### src/rtl/mem_pkg.sv
// rtl/mem_pkg.sv - shared constants and state type for the memory access stage
package mem_pkg;

    localparam logic [2:0] F3_LB  = 3'b000;
    localparam logic [2:0] F3_LH  = 3'b001;
    localparam logic [2:0] F3_LW  = 3'b010;
    localparam logic [2:0] F3_LBU = 3'b100;
    localparam logic [2:0] F3_LHU = 3'b101;

    localparam logic [3:0] MASK_B = 4'b0001;
    localparam logic [3:0] MASK_H = 4'b0011;
    localparam logic [3:0] MASK_W = 4'b1111;

    typedef enum logic {
        ST_IDLE,
        ST_WAIT_R
    } mem_state_t;

endpackage

### src/rtl/mem_load_align.sv
// rtl/mem_load_align.sv - load lane select and sign/zero extension
module mem_load_align
    import mem_pkg::*;
(
    input  logic [31:0] i_rdata,
    input  logic [1:0]  i_addr_lo,
    input  logic [2:0]  i_func3,
    output logic [31:0] o_data
);

    logic [31:0] w_shifted;

    // Move the addressed byte/half down to bit 0.
    assign w_shifted = i_rdata >> {i_addr_lo, 3'b000};

    // Extend the selected lane; unknown width codes fall back to a full word.
    always_comb begin
        o_data = i_rdata;
        case (i_func3)
            F3_LB:   o_data = {{24{w_shifted[7]}}, w_shifted[7:0]};
            F3_LH:   o_data = {{16{w_shifted[15]}}, w_shifted[15:0]};
            F3_LBU:  o_data = {24'h000000, w_shifted[7:0]};
            F3_LHU:  o_data = {16'h0000, w_shifted[15:0]};
            default: o_data = i_rdata;
        endcase
    end

endmodule

### src/rtl/mem_access_unit.sv
// rtl/mem_access_unit.sv - memory stage: data-memory handshake, stall, M/W register
module mem_access_unit
    import mem_pkg::*;
#(
    parameter int XLEN        = 32,
    parameter int TIMEOUT_CYC = 255
) (
    input  logic            clk,
    input  logic            rst,
    input  logic [XLEN-1:0] alu_out,
    input  logic [XLEN-1:0] rs2_data,
    input  logic [4:0]      rd_index,
    input  logic [3:0]      dm_w_en,
    input  logic            wb_sel,
    input  logic            wb_en,
    input  logic [2:0]      func3,
    input  logic            ecall_sig,
    output logic            dm_req,
    output logic [3:0]      dm_we,
    output logic [XLEN-1:0] dm_addr,
    output logic [XLEN-1:0] dm_wdata,
    input  logic            dm_gnt,
    input  logic            dm_rvalid,
    input  logic [XLEN-1:0] dm_rdata,
    output logic            mem_stall,
    output logic [XLEN-1:0] wb_data_reg,
    output logic [4:0]      rd_index_reg,
    output logic            wb_en_reg,
    output logic            ecall_reg,
    output logic            misalign_err,
    output logic            bus_err
);

    localparam int            TW        = (TIMEOUT_CYC < 2) ? 1 : $clog2(TIMEOUT_CYC + 1);
    localparam logic [TW-1:0] TCNT_LAST = TW'(TIMEOUT_CYC - 1);

    mem_state_t  r_state;
    logic [TW-1:0] r_tcnt;

    logic        w_load;
    logic        w_store;
    logic        w_memop;
    logic        w_half;
    logic        w_word;
    logic        w_misalign;
    logic        w_issue;
    logic        w_stall_cand;
    logic        w_timeout;
    logic [31:0] w_load_data;

    assign w_load     = wb_sel & wb_en;
    assign w_store    = (dm_w_en != 4'b0000);
    assign w_memop    = w_load | w_store;
    assign w_half     = (dm_w_en == MASK_H) || (func3[1:0] == 2'b01);
    assign w_word     = (dm_w_en == MASK_W) || (func3[1:0] == 2'b10);
    assign w_misalign = (r_state == ST_IDLE) && w_memop &&
                        ((w_half && alu_out[0]) || (w_word && (alu_out[1:0] != 2'b00)));
    assign w_issue    = (r_state == ST_IDLE) && w_memop && !w_misalign;

    // A cycle would stall if the request is not yet granted, a granted load still
    // needs its data, or the read data has not arrived yet.
    assign w_stall_cand = (w_issue && (!dm_gnt || w_load)) ||
                          ((r_state == ST_WAIT_R) && !dm_rvalid);
    assign w_timeout    = (TIMEOUT_CYC != 0) && w_stall_cand && (r_tcnt == TCNT_LAST);

    assign mem_stall = rst && w_stall_cand && !w_timeout;
    assign dm_req    = rst && w_issue;
    assign dm_we     = w_issue ? 4'(dm_w_en << alu_out[1:0]) : 4'b0000;
    assign dm_addr   = {alu_out[XLEN-1:2], 2'b00};
    assign dm_wdata  = rs2_data << {alu_out[1:0], 3'b000};

    mem_load_align u_align (
        .i_rdata   (dm_rdata),
        .i_addr_lo (alu_out[1:0]),
        .i_func3   (func3),
        .o_data    (w_load_data)
    );

    // Access FSM, timeout counter and the memory-to-writeback register.
    always_ff @(posedge clk or negedge rst) begin
        if (!rst) begin
            r_state      <= ST_IDLE;
            r_tcnt       <= '0;
            wb_data_reg  <= '0;
            rd_index_reg <= '0;
            wb_en_reg    <= 1'b0;
            ecall_reg    <= 1'b0;
            misalign_err <= 1'b0;
            bus_err      <= 1'b0;
        end else if (mem_stall) begin
            // Bubble into WB while the access is outstanding.
            wb_en_reg    <= 1'b0;
            ecall_reg    <= 1'b0;
            misalign_err <= 1'b0;
            bus_err      <= 1'b0;
            r_tcnt       <= r_tcnt + TW'(1);
            if (r_state == ST_IDLE && dm_gnt) begin
                r_state <= ST_WAIT_R;
            end
        end else begin
            r_state      <= ST_IDLE;
            r_tcnt       <= '0;
            rd_index_reg <= rd_index;
            misalign_err <= w_misalign;
            bus_err      <= w_timeout;
            if (w_timeout) begin
                wb_data_reg <= alu_out;
                wb_en_reg   <= 1'b0;
                ecall_reg   <= 1'b0;
            end else if (r_state == ST_WAIT_R) begin
                wb_data_reg <= w_load_data;
                wb_en_reg   <= 1'b1;
                ecall_reg   <= ecall_sig;
            end else if (w_misalign || w_store) begin
                wb_data_reg <= alu_out;
                wb_en_reg   <= 1'b0;
                ecall_reg   <= ecall_sig;
            end else begin
                wb_data_reg <= alu_out;
                wb_en_reg   <= wb_en;
                ecall_reg   <= ecall_sig;
            end
        end
    end

endmodule

### config.mk
export PLATFORM = sky130hd
export DESIGN_NAME = mem_access_unit
export DESIGN_NICKNAME = d
export VERILOG_FILES = /design/src/rtl/mem_pkg.sv /design/src/rtl/mem_load_align.sv /design/src/rtl/mem_access_unit.sv
export SDC_FILE = /design/constraint.sdc
export NUM_CORES = 1
export LEC_CHECK = 0
export ABC_AREA = 1
export BUFFER_PORTS_ARGS = -buffer_cell sky130_fd_sc_hd__buf_2
export CORE_MARGIN = 3
export CORE_UTILIZATION = 42
export CTS_CLUSTER_DIAMETER = 50
export DETAILED_ROUTE_END_ITERATION = 6
export GPL_TIMING_DRIVEN = 0
export PLACE_DENSITY = 0.78
export SLEW_MARGIN = 20
export SYNTH_ARGS = -nofsm -noshare
export SYNTH_HDL_FRONTEND = slang
export SYNTH_SLANG_ARGS = --single-unit
### constraint.sdc
create_clock -name clk -period 1.55 [get_ports clk]
set_input_delay 0.31 -clock clk [delete_from_list [all_inputs] [get_ports clk]]
set_output_delay 0.31 -clock clk [all_outputs]
set_load 0.03 [all_outputs]
# Word-level counts from Yosys, hierarchy flattened
# Index checks and enable logic that the tools add are counted.
[totals]
in_bits = 115
word_cells = 64
out_inout_bits = 111
reg_bits = 50
[op_classes]
n_reduce_logical = 25
n_bitwise = 3
muxes = 15
n_addsub = 1
n_eq_ne = 9
shifts = 3
[ops]
columns = ["operator", "count"]
rows = [
  ["case mux 32 bit (4 select lines)", 1],
  ["two-way mux 32 bit", 2],
  ["left shift 32 x 5 -> 32 bit", 1],
  [">> shifter 32 x 5 -> 16 bit", 1],
  ["logical AND 1 bit", 12],
  ["two-way mux 1 bit", 10],
  ["adder 8 x 1 -> 8 bit, second input constant", 1],
  ["equality test 8 bit, second input constant", 1],
  ["two-way mux 8 bit", 1],
  ["equality test 3 bit, second input constant", 2],
  ["logical OR 1 bit", 6],
  ["equality test 4 x 2 -> 1 bit, second input constant", 1],
  ["equality test 4 bit, second input constant", 1],
  ["logical NOT 1 bit", 4],
  ["two-way mux 4 bit", 1],
  ["nonzero test 4 bit", 1],
  ["left shift 4 x 2 -> 4 bit", 1],
  ["equality test 3 x 1 -> 1 bit, second input constant", 1],
  ["logical NOT 3 bit", 1],
  ["equality test 2 x 1 -> 1 bit, second input constant", 1],
  ["equality test 2 bit, second input constant", 1],
  ["inequality test 2 x 1 -> 1 bit, second input constant", 1],
  ["nonzero test 2 bit", 1],
  ["AND 1 bit", 1],
  ["2 further kinds", 2],
]

# Logic depth before layout (Yosys ltp)
# Gate-level depths: netlist (run 1).
[depth]
ltp_word = 13
depth_mapped = 15

# Hierarchy
# From an unflattened synthesis (run 1), not the netlist that was laid out.
[unflattened]
hier_cells = 775
area_unflattened_um2 = 4704.5
[modules_own_cells]
columns = ["module", "area_each_um2", "instances", "cells_each"]
rows = [
  ["mem_access_unit", 3687.3, 1, 565],
  ["mem_load_align", 1017.2, 1, 210],
]

# Worst setup path before layout (run 1)
# Ideal clock, no wire load.
[synth_path]
path_type = "input to output"
start = "input alu_out[1]"
end = "output dm_we[0]"
slack_ps = -621
arrival_time_ps = 1861
path_stages = 8
required_time_ps = 1240
cell_sequence = "buf_4 -> nor2_8 -> inv_2 -> nand2_2 -> nand2_1 -> inv_1 -> nand2_1 -> nor4_1"
[synth_between]
elab_chain_cells = 7
elab_cells_between_ends = 8
[synth_rtl]
columns = ["item", "line_no", "rtl"]
rows = [
  ["from (decl)", "mem_access_unit.sv:10", "input logic [XLEN-1:0] alu_out,"],
  ["nonzero test 2 bit", "mem_access_unit.sv:57", "((w_half && alu_out[0]) || (w_word && (alu_out[1:0] != 2'b00)));"],
  ["logical AND 1 bit", "mem_access_unit.sv:57", ""],
  ["logical OR 1 bit", "mem_access_unit.sv:57", ""],
  ["logical AND 1 bit", "mem_access_unit.sv:56", "assign w_misalign = (r_state == ST_IDLE) && w_memop &&"],
  ["logical NOT 1 bit", "mem_access_unit.sv:58", "assign w_issue = (r_state == ST_IDLE) && w_memop && !w_misalign;"],
  ["logical AND 1 bit", "mem_access_unit.sv:58", ""],
  ["two-way mux 4 bit (*)", "mem_access_unit.sv:68", "assign dm_we = w_issue ? 4'(dm_w_en << alu_out[1:0]) : 4'b0000;"],
  ["to (decl)", "mem_access_unit.sv:19", "output logic [3:0] dm_we,"],
]
# Mark *: on every way between the ends. The rest lies on a longest branch, timed or not.

# Worst setup path after layout (run 1)
[layout_path]
start = "register r_tcnt[0]"
end = "output mem_stall"
[layout_between]
elab_chain_cells = 4
[layout_rtl]
columns = ["item", "line_no", "rtl"]
rows = [
  ["from (decl)", "mem_access_unit.sv:38", "logic [TW-1:0] r_tcnt;"],
  ["from (signal assigned)", "mem_access_unit.sv:96", "r_tcnt <= r_tcnt + TW'(1);"],
  ["equality test 8 bit", "mem_access_unit.sv:64", "assign w_timeout = (TIMEOUT_CYC != 0) && w_stall_cand && (r_tcnt == TCNT_LAST);"],
  ["logical AND 1 bit", "mem_access_unit.sv:64", ""],
  ["logical NOT 1 bit", "mem_access_unit.sv:66", "assign mem_stall = rst && w_stall_cand && !w_timeout;"],
  ["logical AND 1 bit", "mem_access_unit.sv:66", ""],
  ["to (decl)", "mem_access_unit.sv:25", "output logic mem_stall,"],
]
# Every way passes these cells.

==> reports/metrics.yaml, run 1 <==
status:
  status: "finished with violations"
  violations: "negative hold slack, negative setup slack"
floorplan:
  num_rows: 36
  die-width_um: 108.3
  core_area_um2: 9955
  fp.dieArea_um2: 11730
  initial_core_util: 0.4416
  pin_count: 226
  die_y_um: 108.3
detailed_routing:
  vias: 5856
  first_iter_violations: 448
  wirelength_um: 17200
  first_pass_iters: 5
  avgRoutedWirePerCell_um: 15.24
  postRouteAntennaNets: 0
  drc: 0
  viasPerCell: 5.191
sta:
  setup_slack_ns: -0.2829
  rsz0062_at_grt: "true"
  final_max_slew_viol_count: 0
  finalCritPeriodShare: 1.183
  finalSetupTns_ns: -2.563
  finalHoldViolCount: 50
  whs_ns: -0.08322
  clock.fmax_mhz: 545.6
  fin_skew_ns: 0.01195
  fin_crit_ns: 1.833
  setup_viol: 33
yosys:
  seq_area_frac_synth: 0.2847
  ys_ff_latch: 50
  synth-async-reset-ratio: 1.000
  synth_area_um2: 4395
  synth_cells: 744
  synthFlopType: "dfrtp_1"
  synth_area_per_cell_um2: 5.908
  yosysWarnings: 0
  synth_edf_count: 0
  yosysUniqueCellTypes: 33
global_route:
  gr-usage-all-layers: 0.2753
  grt_overflow: 0
  grt_pass1_vias: 5219
  grt_max_degree: 52
  grt_pass1_wl_um: 25700
  antenna_found_initial: 2
clocking:
  cts_tree: "yes"
  cts_max_level: 2
  numCtsBuffers: 5
  clock_tree.buffer_depth: 2
  cts.sinks: 50
  worstSkewPairLatency_ns: 0.31
  clkTransAtPathRegs_ns: 0.11
  clock-root-buffer: "clkbuf_8"
critical_path:
  critPathArrivalTime_ns: 1.52
  required_ns: 1.24
  reg2reg_slack_ns: -0.09
  crit_chain: "inv_1 -> ha_2 -> nand3_2 -> nor2_4 -> nor2_4 -> nand2_4 -> inv_2 -> buf_8 -> buf_6"
  crit_fanout: 2
  path_delay_family: "flip-flops"
  end_kind: "output pin"
  path_buf_inv: 4
  path_common_cell: "nor2_4"
  slowest_delay_ns: 0.39
  worstSetupStartpointType: "register"
  crit_type: "register to output pin"
  crit_slowest_cell: "dfrtp_1"
place:
  port_buffers: 221
  post-place-ws_ns: -0.8584
  gp_congestion: 0.9356
  dp_hpwl_um: 12740
final_layout:
  final_cell_mix: "nand2_1 (378), buf_2 (201), nand3_1 (79)"
  nets: 1109
  drive_gt1_frac: 0.3958
  final_util: 0.6664
  final_common_cell: "nand2_1"
  syn2layout_area_growth_pct: 50.93
  largest_reg_flops: 32
power:
  p_per_area_nw_per_um2: 708.4
  finalPower_w: 0.004699
  p_leak_nw: 3.858
  ir_worst_vdd_mv: 0.5165
run:
  cap_violations: 0
hold_path:
  hold_path.class: "input port to async pin"
==> stage by stage <==
stage / instances / area [µm²]
floorplan: 745 / 4618
global placement: 1099 / 5891
detailed placement: 1099 / 5891
CTS: 1119 / 6386
global route: 1126 / 6629
finish: 1128 / 6634
==> worst reg2reg max path: cells and delay by family, from the launching register on <==
kind	cells	cell delay (ns)
flip-flops	1	0.44
buffers and inverters	4	0.54
AND/OR/NAND/NOR	8	0.56
==> area by class of cell <==
cell class	count	area [µm²]
fill	915	3321
multi-input combinational	588	2840
timing repair buffer	242	1443
sequential	50	1252
buffer	75	704.4
tap	133	166.4
inverter	30	125.1
clock buffer	5	68.82
clock inverter	3	28.78
antenna	2	5.005
==> final timing paths <==
| kind | cells after the start | to | from |
|---|---|---|---|
| min in group clk | 3 | rd_index_reg[1]$_DFFE_PN0N_ | rd_index[1] |
| min reg2reg | 2 | wb_data_reg[28]$_DFFE_PN0N_ | wb_data_reg[28]$_DFFE_PN0N_ |
| max in group asynchronous | 1 | r_state$_DFFE_PN0P_ | rst |
| min | 1 | wb_data_reg[20]$_DFFE_PN0N_ | rst |
| max reg2reg | 12 | wb_data_reg[11]$_DFFE_PN0N_ | r_state$_DFFE_PN0P_ |
| max | 9 | mem_stall | r_tcnt[0]$_DFF_PN0_ |
==> power by group <==
part	internal (W)	total [W]	leakage (nW)	switching, W
Clock	0.000336	0.000833	0.0502	0.000497
Combinational	0.000861	0.00234	3.19	0.00148
Sequential	0.00145	0.00152	0.619	0.0000745
==> synth_stat cells (5+ instances only) <==
cell	n	area, µm²
a22oi_1	14	105.1
buf_1	5	18.77
buf_2	17	85.08
buf_4	34	255.2
buf_6	8	90.09
clkbuf_1	13	48.80
dfrtp_1	50	1251
inv_1	25	93.84
inv_2	5	18.77
nand2_1	389	1460
nand2_2	6	37.54
nand3_1	83	415.4
nor2_1	36	135.1
o211ai_1	7	52.55
o21ai_0	25	125.1
==> cell families after synthesis <==
kind of cell / count (synthesis) / synth area share
adder cells (fa/ha/maj): 2 / 0.005692
AND/OR/NAND/NOR: 528 / 0.4908
AO/OA/AOI/OAI: 53 / 0.07316
XOR/XNOR: 3 / 0.005979
other: 1 / 0.0008532
flip-flops: 50 / 0.2847
buffers and inverters: 107 / 0.1389
==> metal layers <==
layer	vias to the layer above	GRT usage	routed length, µm
met5	-	0	21
met4	4	0.07935	540
met3	54	0.05134	1579
li1	2813	-	-
met1	2646	0.3558	6828
met2	339	0.4698	8225
==> timing repair <==
action                                  in CTS  in global routing
resized for setup                           83                 53
endpoints found under the hold margin       50                 50
setup buffers                               14                  5
gates cloned                                 0                  4
pin swaps                                    9                  7
endpoints found under the setup margin      79                 67
(Power assumes the default switching activity.)
==> run 2, diff against run 1 <==
Settings changed: CELL_PAD_IN_SITES_DETAIL_PLACEMENT set to 2, CELL_PAD_IN_SITES_GLOBAL_PLACEMENT set to 2, CORE_UTILIZATION 42 to 20, PLACE_DENSITY 0.78 to unset, PLACE_DENSITY_LB_ADDON set to 0.1.
==> run 2 against run 1 <==
Compared with the run above:
- the flow still finishes with violations (negative hold slack, negative setup slack)
- hold slack lost 0.022 ns
- cell count up 16%
- via count up 0.99%
- largest power group unchanged
- combinational power increased by 11%
- first-iteration DRC count decreased by 65%
- clock-buffer cell count rose by 1
- wire length grew 39%
- critical path depth is the same
- critical endpoint unchanged
==> reports/metrics.yaml, run 2 (synthesis results as in run 1) <==
critical_path:
  crit_fanout: 2
  crit_slowest_cell: "dfrtp_1"
  crit_chain: "inv_1 -> ha_2 -> nand3_2 -> nor2_4 -> nor2_4 -> nand2_4 -> inv_4 -> buf_8 -> buf_6"
  reg2reg_depth: 13
  path_common_cell: "nor2_4"
  critPathArrivalTime_ns: 1.59
  crit_type: "register to output pin"
  slowest_delay_ns: 0.39
  required_ns: 1.24
  reg2reg_slack_ns: -0.22
  r2r_end: "wb_data_reg[11]$_DFFE_PN0N_"
  end_kind: "output pin"
  worstSetupStartpointType: "register"
  reg2reg_from: "r_tcnt[0]$_DFF_PN0_"
power:
  ir_worst_vdd_mv: 0.4199
  p_leak_nw: 4.139
  p_per_area_nw_per_um2: 736.0
clocking:
  numCtsBuffers: 5
  clock_tree.buffer_depth: 2
  clock-root-buffer: "clkbuf_16"
  clkTransAtPathRegs_ns: 0.07
  cts_max_level: 2
  cts_tree: "yes"
  worstSkewPairLatency_ns: 0.30
  cts.sinks: 50
detailed_routing:
  first_pass_iters: 5
  vias: 5914
  avgRoutedWirePerCell_um: 18.36
  wirelength_um: 23920
  postRouteAntennaNets: 0
  first_iter_violations: 158
  drc: 0
  viasPerCell: 4.539
final_layout:
  final_util: 0.3518
  seq_area_um2: 1252
  multi_input_area_um2: 2970
  fillCellCount: 2588
  largest_reg_flops: 32
  drive_gt1_frac: 0.4390
  final_common_cell: "nand2_1"
  syn2layout_area_growth_pct: 70.40
  nets: 1141
  final_cell_mix: "nand2_1 (362), buf_2 (196), nand3_1 (78)"
global_route:
  grt_max_degree: 52
  grt_overflow: 0
  grt_pass1_vias: 6304
  antenna_found_initial: 6
  grt_pass1_wl_um: 35910
  gr-usage-all-layers: 0.1893
run:
  cap_violations: 0
floorplan:
  pin_count: 226
  num_rows: 53
  die-width_um: 154.2
  die_y_um: 154.2
  fp.dieArea_um2: 23790
  initial_core_util: 0.2065
  core_area_um2: 21290
place:
  port_buffers: 221
  gp_congestion: 0.7774
  dp_hpwl_um: 17750
hold_path:
  hold_path.class: "input port to async pin"
sta:
  whs_ns: -0.1056
  finalHoldViolCount: 50
  worstMarginPinSlew_ns: 0.5953
  final_max_slew_viol_count: 0
  rsz0062_at_grt: "true"
  fin_crit_ns: 1.900
  setup_slack_ns: -0.3498
  clock.fmax_mhz: 526.4
  relSlewSlack: 0.6031
  finalSetupTns_ns: -8.839
  fin_skew_ns: 0.005563
  setup_viol: 50
  finalCritPeriodShare: 1.226
status:
  status: "finished with violations"
  violations: "negative hold slack, negative setup slack"
-- run 2: critical path, delay by kind of cell, from the launching register on --
family	cells	cell delay [ns]
flip-flops	1	0.39
AND/OR/NAND/NOR	4	0.39
buffers and inverters	4	0.34
adder cells (fa/ha/maj)	1	0.17
-- run 2: how the worst max path moves through the flow --
stage / slack (ns) / start / end / depth (start not counted)
after floorplan: -0.19 / alu_out[1] / dm_we[0] / 8
after global placement: -1.25 / rst / mem_stall / 7
after detailed placement: -0.75 / rst / mem_stall / 7
after CTS: -0.35 / r_tcnt[0]$_DFF_PN0_ / mem_stall / 9
after global routing: -0.45 / r_tcnt[0]$_DFF_PN0_ / mem_stall / 9
final: -0.35 / r_tcnt[0]$_DFF_PN0_ / mem_stall / 9
-- run 2: routing by layer --
metal	global-route usage	vias to the layer above	wire length [µm]
met5	0	-	74
met4	0.03238	10	358
met3	0.04281	29	1329
met2	0.3240	158	11580
met1	0.2479	2841	10580
li1	-	2876	-
-- run 2: power by group --
| group | leakage [nW] | switching, W | internal [W] | total [W] |
|---|---|---|---|---|
| registers | 0.619 | 0.0000863 | 0.00145 | 0.00154 |
| logic | 3.43 | 0.00161 | 0.000992 | 0.00260 |
| clock network | 0.0875 | 0.000556 | 0.000814 | 0.00137 |
-- run 2: timing repair --
item	in CTS	in global routing
gates resized for setup	102	102
buffers inserted	31	15
endpoints found under the hold margin	50	50
pin swaps	12	17
setup endpoints to repair	79	75
gates cloned	1	6
-- run 2: metrics by stage --
stage	instances	setup WS [ns]	hold WS, ns	power (W)	instance area, µm²
2_1_floorplan	745	-0.1883	0.01441	0.002919	4618
3_3_place_gp	1241	-1.253	0.4510	0.003699	6068
3_5_place_dp	1241	-0.7511	0.4234	0.003722	6071
4_1_cts	1280	-0.3451	-0.07116	0.005377	6875
5_1_grt	1301	-0.4524	-0.08037	0.005876	7485
6_report	1303	-0.3498	-0.1056	0.005512	7490
-- run 2: cell type report --
type	count	share of cell area
well taps	275	0.04594
inverters	30	0.01771
multi-input cells	588	0.3966
diodes	3	0.001002
clock inverters	2	0.005179
clock buffers	6	0.01854
repair buffers	274	0.2494
flip-flops and latches	50	0.1672
plain buffers	75	0.09840
